--- src/rtl/store_buffer.sv ---
// Posted-write store buffer between the MEM stage and a byte-addressed data memory.
// Optional feature macro STORE_BUFFER_FWD_EN: serve exact-address loads from the youngest pending store.
module store_buffer #(
  parameter int unsigned DEPTH = 4
) (
  input  logic        clk,
  input  logic        rst_n,
  input  logic        req_valid_i,
  input  logic        req_we_i,
  input  logic [7:0]  req_addr_i,
  input  logic [31:0] req_wdata_i,
  input  logic [2:0]  req_load_type_i,
  input  logic [1:0]  req_store_type_i,
  input  logic        fence_i,
  output logic        stall_o,
  output logic [31:0] ld_data_o,
  output logic        mem_rd_en_o,
  output logic        mem_wr_en_o,
  output logic [7:0]  mem_addr_o,
  output logic [31:0] mem_wr_data_o,
  output logic [2:0]  mem_load_type_o,
  output logic [1:0]  mem_store_type_o,
  input  logic [31:0] mem_rd_data_i,
  output logic        sb_empty_o,
  output logic        sb_full_o
);
  localparam int unsigned PtrW = $clog2(DEPTH);
  localparam int unsigned CntW = PtrW + 1;

  function automatic logic [8:0] ld_width(input logic [2:0] t);
    case (t)
      3'b000, 3'b001: ld_width = 9'd1;
      3'b010, 3'b011: ld_width = 9'd2;
      default:        ld_width = 9'd4;
    endcase
  endfunction

  function automatic logic [8:0] st_width(input logic [1:0] t);
    case (t)
      2'b00:   st_width = 9'd1;
      2'b01:   st_width = 9'd2;
      default: st_width = 9'd4;
    endcase
  endfunction

  logic [PtrW-1:0] head_q, head_d, tail_q, tail_d;
  logic [CntW-1:0] count_q, count_d;
  logic [7:0]      ent_addr_q [DEPTH];
  logic [7:0]      ent_addr_d [DEPTH];
  logic [31:0]     ent_data_q [DEPTH];
  logic [31:0]     ent_data_d [DEPTH];
  logic [1:0]      ent_type_q [DEPTH];
  logic [1:0]      ent_type_d [DEPTH];

  logic            empty, full, conflict;
  logic            stall, load_rd, push, drain;
  logic [31:0]     ld_data;
  logic [PtrW-1:0] slot;
  logic [8:0]      ld_lo, ld_hi, st_lo, st_hi;

  assign empty = (count_q == '0);
  assign full  = (count_q == CntW'(DEPTH));

`ifdef STORE_BUFFER_FWD_EN
  function automatic logic [31:0] extend(input logic [31:0] d, input logic [2:0] t);
    case (t)
      3'b000:  extend = {{24{d[7]}}, d[7:0]};
      3'b001:  extend = {24'b0, d[7:0]};
      3'b010:  extend = {{16{d[15]}}, d[15:0]};
      3'b011:  extend = {16'b0, d[15:0]};
      default: extend = d;
    endcase
  endfunction

  logic [PtrW-1:0] young_idx;
  logic            fwd_hit;
  logic [31:0]     fwd_data;
`endif

  // Scan entries oldest to youngest; the last hit is the youngest overlapping store.
  always_comb begin
    ld_lo    = {1'b0, req_addr_i};
    ld_hi    = ld_lo + ld_width(req_load_type_i) - 9'd1;
    conflict = 1'b0;
    slot     = head_q;
    st_lo    = '0;
    st_hi    = '0;
`ifdef STORE_BUFFER_FWD_EN
    young_idx = head_q;
`endif
    for (int unsigned a = 0; a < DEPTH; a++) begin
      slot  = head_q + PtrW'(a);
      st_lo = {1'b0, ent_addr_q[slot]};
      st_hi = st_lo + st_width(ent_type_q[slot]) - 9'd1;
      if ((CntW'(a) < count_q) && (st_lo <= ld_hi) && (ld_lo <= st_hi)) begin
        conflict = 1'b1;
`ifdef STORE_BUFFER_FWD_EN
        young_idx = slot;
`endif
      end
    end
  end

`ifdef STORE_BUFFER_FWD_EN
  always_comb begin
    fwd_hit  = conflict && (ent_addr_q[young_idx] == req_addr_i) &&
               (st_width(ent_type_q[young_idx]) >= ld_width(req_load_type_i));
    fwd_data = extend(ent_data_q[young_idx], req_load_type_i);
  end
`endif

  always_comb begin
    stall   = 1'b0;
    load_rd = 1'b0;
    push    = 1'b0;
    ld_data = '0;
    if (!rst_n) begin
      stall = 1'b0;
    end else if (fence_i && !empty) begin
      stall = 1'b1;
    end else if (req_valid_i && !req_we_i) begin
      if (!conflict) begin
        load_rd = 1'b1;
        ld_data = mem_rd_data_i;
      end
`ifdef STORE_BUFFER_FWD_EN
      else if (fwd_hit) begin
        ld_data = fwd_data;
      end
`endif
      else begin
        stall = 1'b1;
      end
    end else if (req_valid_i && req_we_i) begin
      if (full) stall = 1'b1;
      else      push  = (req_store_type_i != 2'b11);
    end
    drain = rst_n && !empty && !load_rd;
  end

  always_comb begin
    head_d     = head_q + PtrW'(drain);
    tail_d     = tail_q + PtrW'(push);
    count_d    = count_q + CntW'(push) - CntW'(drain);
    ent_addr_d = ent_addr_q;
    ent_data_d = ent_data_q;
    ent_type_d = ent_type_q;
    if (push) begin
      ent_addr_d[tail_q] = req_addr_i;
      ent_data_d[tail_q] = req_wdata_i;
      ent_type_d[tail_q] = req_store_type_i;
    end
  end

  always_comb begin
    stall_o          = stall;
    ld_data_o        = ld_data;
    mem_rd_en_o      = load_rd;
    mem_wr_en_o      = drain;
    mem_addr_o       = '0;
    mem_wr_data_o    = '0;
    mem_load_type_o  = '0;
    mem_store_type_o = '0;
    if (load_rd) begin
      mem_addr_o      = req_addr_i;
      mem_load_type_o = req_load_type_i;
    end else if (drain) begin
      mem_addr_o       = ent_addr_q[head_q];
      mem_wr_data_o    = ent_data_q[head_q];
      mem_store_type_o = ent_type_q[head_q];
    end
    sb_empty_o = !rst_n || empty;
    sb_full_o  = rst_n && full;
  end

  always_ff @(posedge clk) begin
    if (!rst_n) begin
      head_q  <= '0;
      tail_q  <= '0;
      count_q <= '0;
    end else begin
      head_q  <= head_d;
      tail_q  <= tail_d;
      count_q <= count_d;
    end
  end

  // Entry storage is not reset; count_q alone defines which slots are live.
  always_ff @(posedge clk) begin
    ent_addr_q <= ent_addr_d;
    ent_data_q <= ent_data_d;
    ent_type_q <= ent_type_d;
  end

endmodule

--- config.mk ---
export PLATFORM = sky130hd
export DESIGN_NAME = store_buffer
export DESIGN_NICKNAME = d
export VERILOG_FILES = /design/src/rtl/store_buffer.sv
export SDC_FILE = /design/constraint.sdc
export NUM_CORES = 1
export LEC_CHECK = 0
export BUFFER_PORTS_ARGS = -buffer_cell sky130_fd_sc_hd__clkbuf_2
export CAP_MARGIN = 30
export CORE_UTILIZATION = 63
export CTS_CLUSTER_DIAMETER = 60
export CTS_CLUSTER_SIZE = 16
export DETAILED_ROUTE_END_ITERATION = 7
export GPL_TIMING_DRIVEN = 0
export PLACE_DENSITY = 0.85
export SYNTH_ARGS = -nofsm -noshare
export SYNTH_HDL_FRONTEND = slang
export SYNTH_SLANG_ARGS = --single-unit
--- constraint.sdc ---
create_clock -name clk -period 13.93 [get_ports clk]
set_input_delay 4.179 -clock clk [delete_from_list [all_inputs] [get_ports clk]]
set_output_delay 4.179 -clock clk [all_outputs]
set_load 0.01 [all_outputs]
==> flow_summary.json <==
{
  "status": "completed",
  "cp_data_required_time_ns": 9.75,
  "die_y_um": 136,
  "clkPwrFrac": 0.168,
  "slew_headroom": 0.346,
  "ctsHtreeMaxLevel": 4,
  "r2r_start": "head_q[1]$_SDFF_PN0_",
  "final_common_cell": "edfxtp_1",
  "worstMarginPinSlew_ns": 0.971,
  "clk_latency_ns": 0.43,
  "avgSynthCellArea_um2": 12.1,
  "pwr-share-seq": 0.218,
  "finalPower_uw": 2750,
  "diodes": 0,
  "vias": 8304,
  "timing.fmax_mhz": 73.8,
  "intPower_uw": 1600,
  "yosys_warnings": 0,
  "drive_gt1_frac": 0.269,
  "mostFrequentLayoutCells": "edfxtp_1, clkbuf_2, ha_1",
  "synthDistinctLibCells": 68,
  "setup_ws_ns": 0.383,
  "viasPerCell": 6.11,
  "track_usage": 0.321,
  "die_x_um": 136,
  "utilization": 0.753,
  "cts_buffer_depth": 2,
  "critPathMaxFanout": 10,
  "drcViolationCount": 0,
  "fill_cells": 1130,
  "dp_slack_ns": 0.484,
  "worstPathArrival_ns": 9.37,
  "setup.worst_path.start": "req_addr_i[1]",
  "slew_violations": 0,
  "async_reset_ff_frac": 0,
  "synth_nets": 1136,
  "synth-edff-count": 168,
  "drt-wirelength-per-cell_um": 20.8,
  "fin_crit_ns": 13.55,
  "drt_iter0_markers": 749,
  "drt_wl_total_um": 28300,
  "finalHoldViolations": 0,
  "netlist_area_um2": 11200,
  "critPathLaunchType": "input port",
  "post-dp-hpwl_um": 20300,
  "ir_drop_mv": 0.134,
  "pwr_density_cell_nw_per_um2": 211,
  "final_area_um2": 13100,
  "initial_core_util": 0.647,
  "r2r_cells": 33,
  "critical_path_class": "input port to primary output",
  "coreArea_um2": 17400,
  "cts_resized": 0,
  "grt_max_degree": 28,
  "drt-pass1-iter-count": 5,
  "leakage_uw": 0.00551,
  "cts_tree": "yes",
  "crit_end": "mem_addr_o[4]",
  "synth_flop_cell": "edfxtp_1",
  "synth_seq_cells": 175,
  "worstHoldPathType": "register to register",
  "ctsHoldBuffers": 0,
  "area_growth_syn_to_layout_pct": 16.3,
  "timing.setup.tns_ns": 0,
  "rr_endpoint": "count_q[2]$_SDFF_PN0_",
  "min_period_over_period": 0.972,
  "cts_buffers": 17,
  "hp-start": "head_q[0]$_SDFF_PN0_",
  "grt_pass1_wl_um": 43100,
  "postPlaceCellArea_um2": 12500,
  "skew_ns": 0.00790,
  "end_kind": "primary output",
  "dieArea_um2": 18400,
  "synthTopCellsByArea": "edfxtp_1, ha_1, mux4_2, inv_1, and2_1",
  "p_switching_uw": 1150,
  "seq_area_frac_synth": 0.462,
  "clkSinkCount": 175,
  "synth_area_leader_cell": "edfxtp_1",
  "regArea_um2": 5180,
  "ant_nets": 0,
  "gr-total-overflow": 0,
  "nNetsFinal": 1330,
  "rows": 48,
  "antenna_found_initial": 0,
  "r2r_setup_slack_ns": 6.12,
  "switching_share": 0.418,
  "power_frac_comb": 0.614,
  "num_io_pins": 164,
  "clock-root-buffer": "clkbuf_16",
  "path_clk_slew_ns": 0.06,
  "post-cts-setup-buffer-count": 0,
  "multiInputGateArea_um2": 5520,
  "setup_viol": 0,
  "drv_cap": 0,
  "place_congestion": 0.933,
  "rsz0062_at_grt": "false",
  "grt_pass1_vias": 8221,
  "yosys.area.top_type_share": 0.449,
  "portBuffers": 163,
  "synthCells": 928
}
## through the flow
step	hold slack, ns	instances
global route	0.651	1359
floorplan	0.552	928
finish	0.622	1359
detailed placement	0.582	1328
CTS	0.620	1359
global placement	0.558	1316
## cells in the mapped netlist (10+ instances only)
library cell and count:
xnor2_1 11, mux4_2 32, mux2i_1 24, and2_1 43, o21ai_0 41, nor2_1 34, inv_1 94, nor3b_2 10
mux2_2 16, nand3_1 12, nand2_1 63, xor2_1 20, edfxtp_1 168, nor3b_1 23, a21o_1 18, clkbuf_1 18
nand4_1 13, ha_1 120, a21oi_1 33
## metal layers
layer,track usage,wire [µm]
met2,0.550,13900
met3,0.0658,2470
met1,0.392,10800
met4,0.145,1110
met5,0,0
## cell families (layout without fill, tap and decap cells)
| group | count (synthesis) | after routing | share of synthesized area |
|---|---|---|---|
| multiplexers | 82 | 82 | 0.116 |
| buffers and inverters | 129 | 335 | 0.0482 |
| adder cells (fa/ha/maj) | 126 | 126 | 0.144 |
| XOR/XNOR | 31 | 31 | 0.0242 |
| AND/OR/NAND/NOR | 241 | 241 | 0.119 |
| AO/OA/AOI/OAI | 144 | 144 | 0.0861 |
| flip-flops | 175 | 175 | 0.462 |
## how the worst min path moves through the flow
| stage | endpoint | slack [ns] | cells past startpoint |
|---|---|---|---|
| floorplan | head_q[0]$_SDFF_PN0_ | 0.55 | 2 |
| global placement | head_q[0]$_SDFF_PN0_ | 0.56 | 2 |
| detailed placement | head_q[0]$_SDFF_PN0_ | 0.58 | 2 |
| CTS | head_q[0]$_SDFF_PN0_ | 0.62 | 2 |
| global route | head_q[0]$_SDFF_PN0_ | 0.65 | 2 |
| finish | head_q[0]$_SDFF_PN0_ | 0.62 | 2 |
## sequential cells by signal, indices dropped and copies added (netlist names)
| name | flops |
|---|---|
| count_q | 3 |
| ent_addr_q | 32 |
| ent_data_q | 128 |
| ent_type_q | 8 |
| head_q | 2 |
| tail_q | 2 |
## power groups by stage
stage / Sequential, µW / Combinational, µW / Clock, µW
after floorplan: 608 / 1260 / 0
after CTS: 599 / 1680 / 459
after detailed placement: 609 / 1650 / 0
after global routing: 600 / 1900 / 477
final: 599 / 1690 / 462
after global placement: 609 / 1600 / 0
## layout make-up
type | count | area share
clock buffers | 19 | 0.0331
well taps | 225 | 0.0215
inverters | 95 | 0.0273
plain buffers | 34 | 0.0142
repair buffers | 175 | 0.0741
multi-input cells | 624 | 0.423
flip-flops and latches | 175 | 0.397
clock inverters | 12 | 0.0102
## worst max-delay path, cell delays in order
cell and delay [ns]:
clkbuf_2 0.35, inv_1 0.09, ha_1 0.29, inv_1 0.04
ha_1 0.23, fa_1 0.42, a21o_1 0.19, a21oi_1 0.22
o21bai_1 0.09, a21oi_1 0.18, xor2_1 0.45, ha_1 0.36
a211o_1 0.26, a211o_1 0.26, and3_1 0.18, nor4_1 0.54
and2b_1 0.24, buf_6 0.16, buf_12 0.16, mux2_4 0.31
clkbuf_2 0.15
Note: power is estimated with default switching activity, not from simulation.
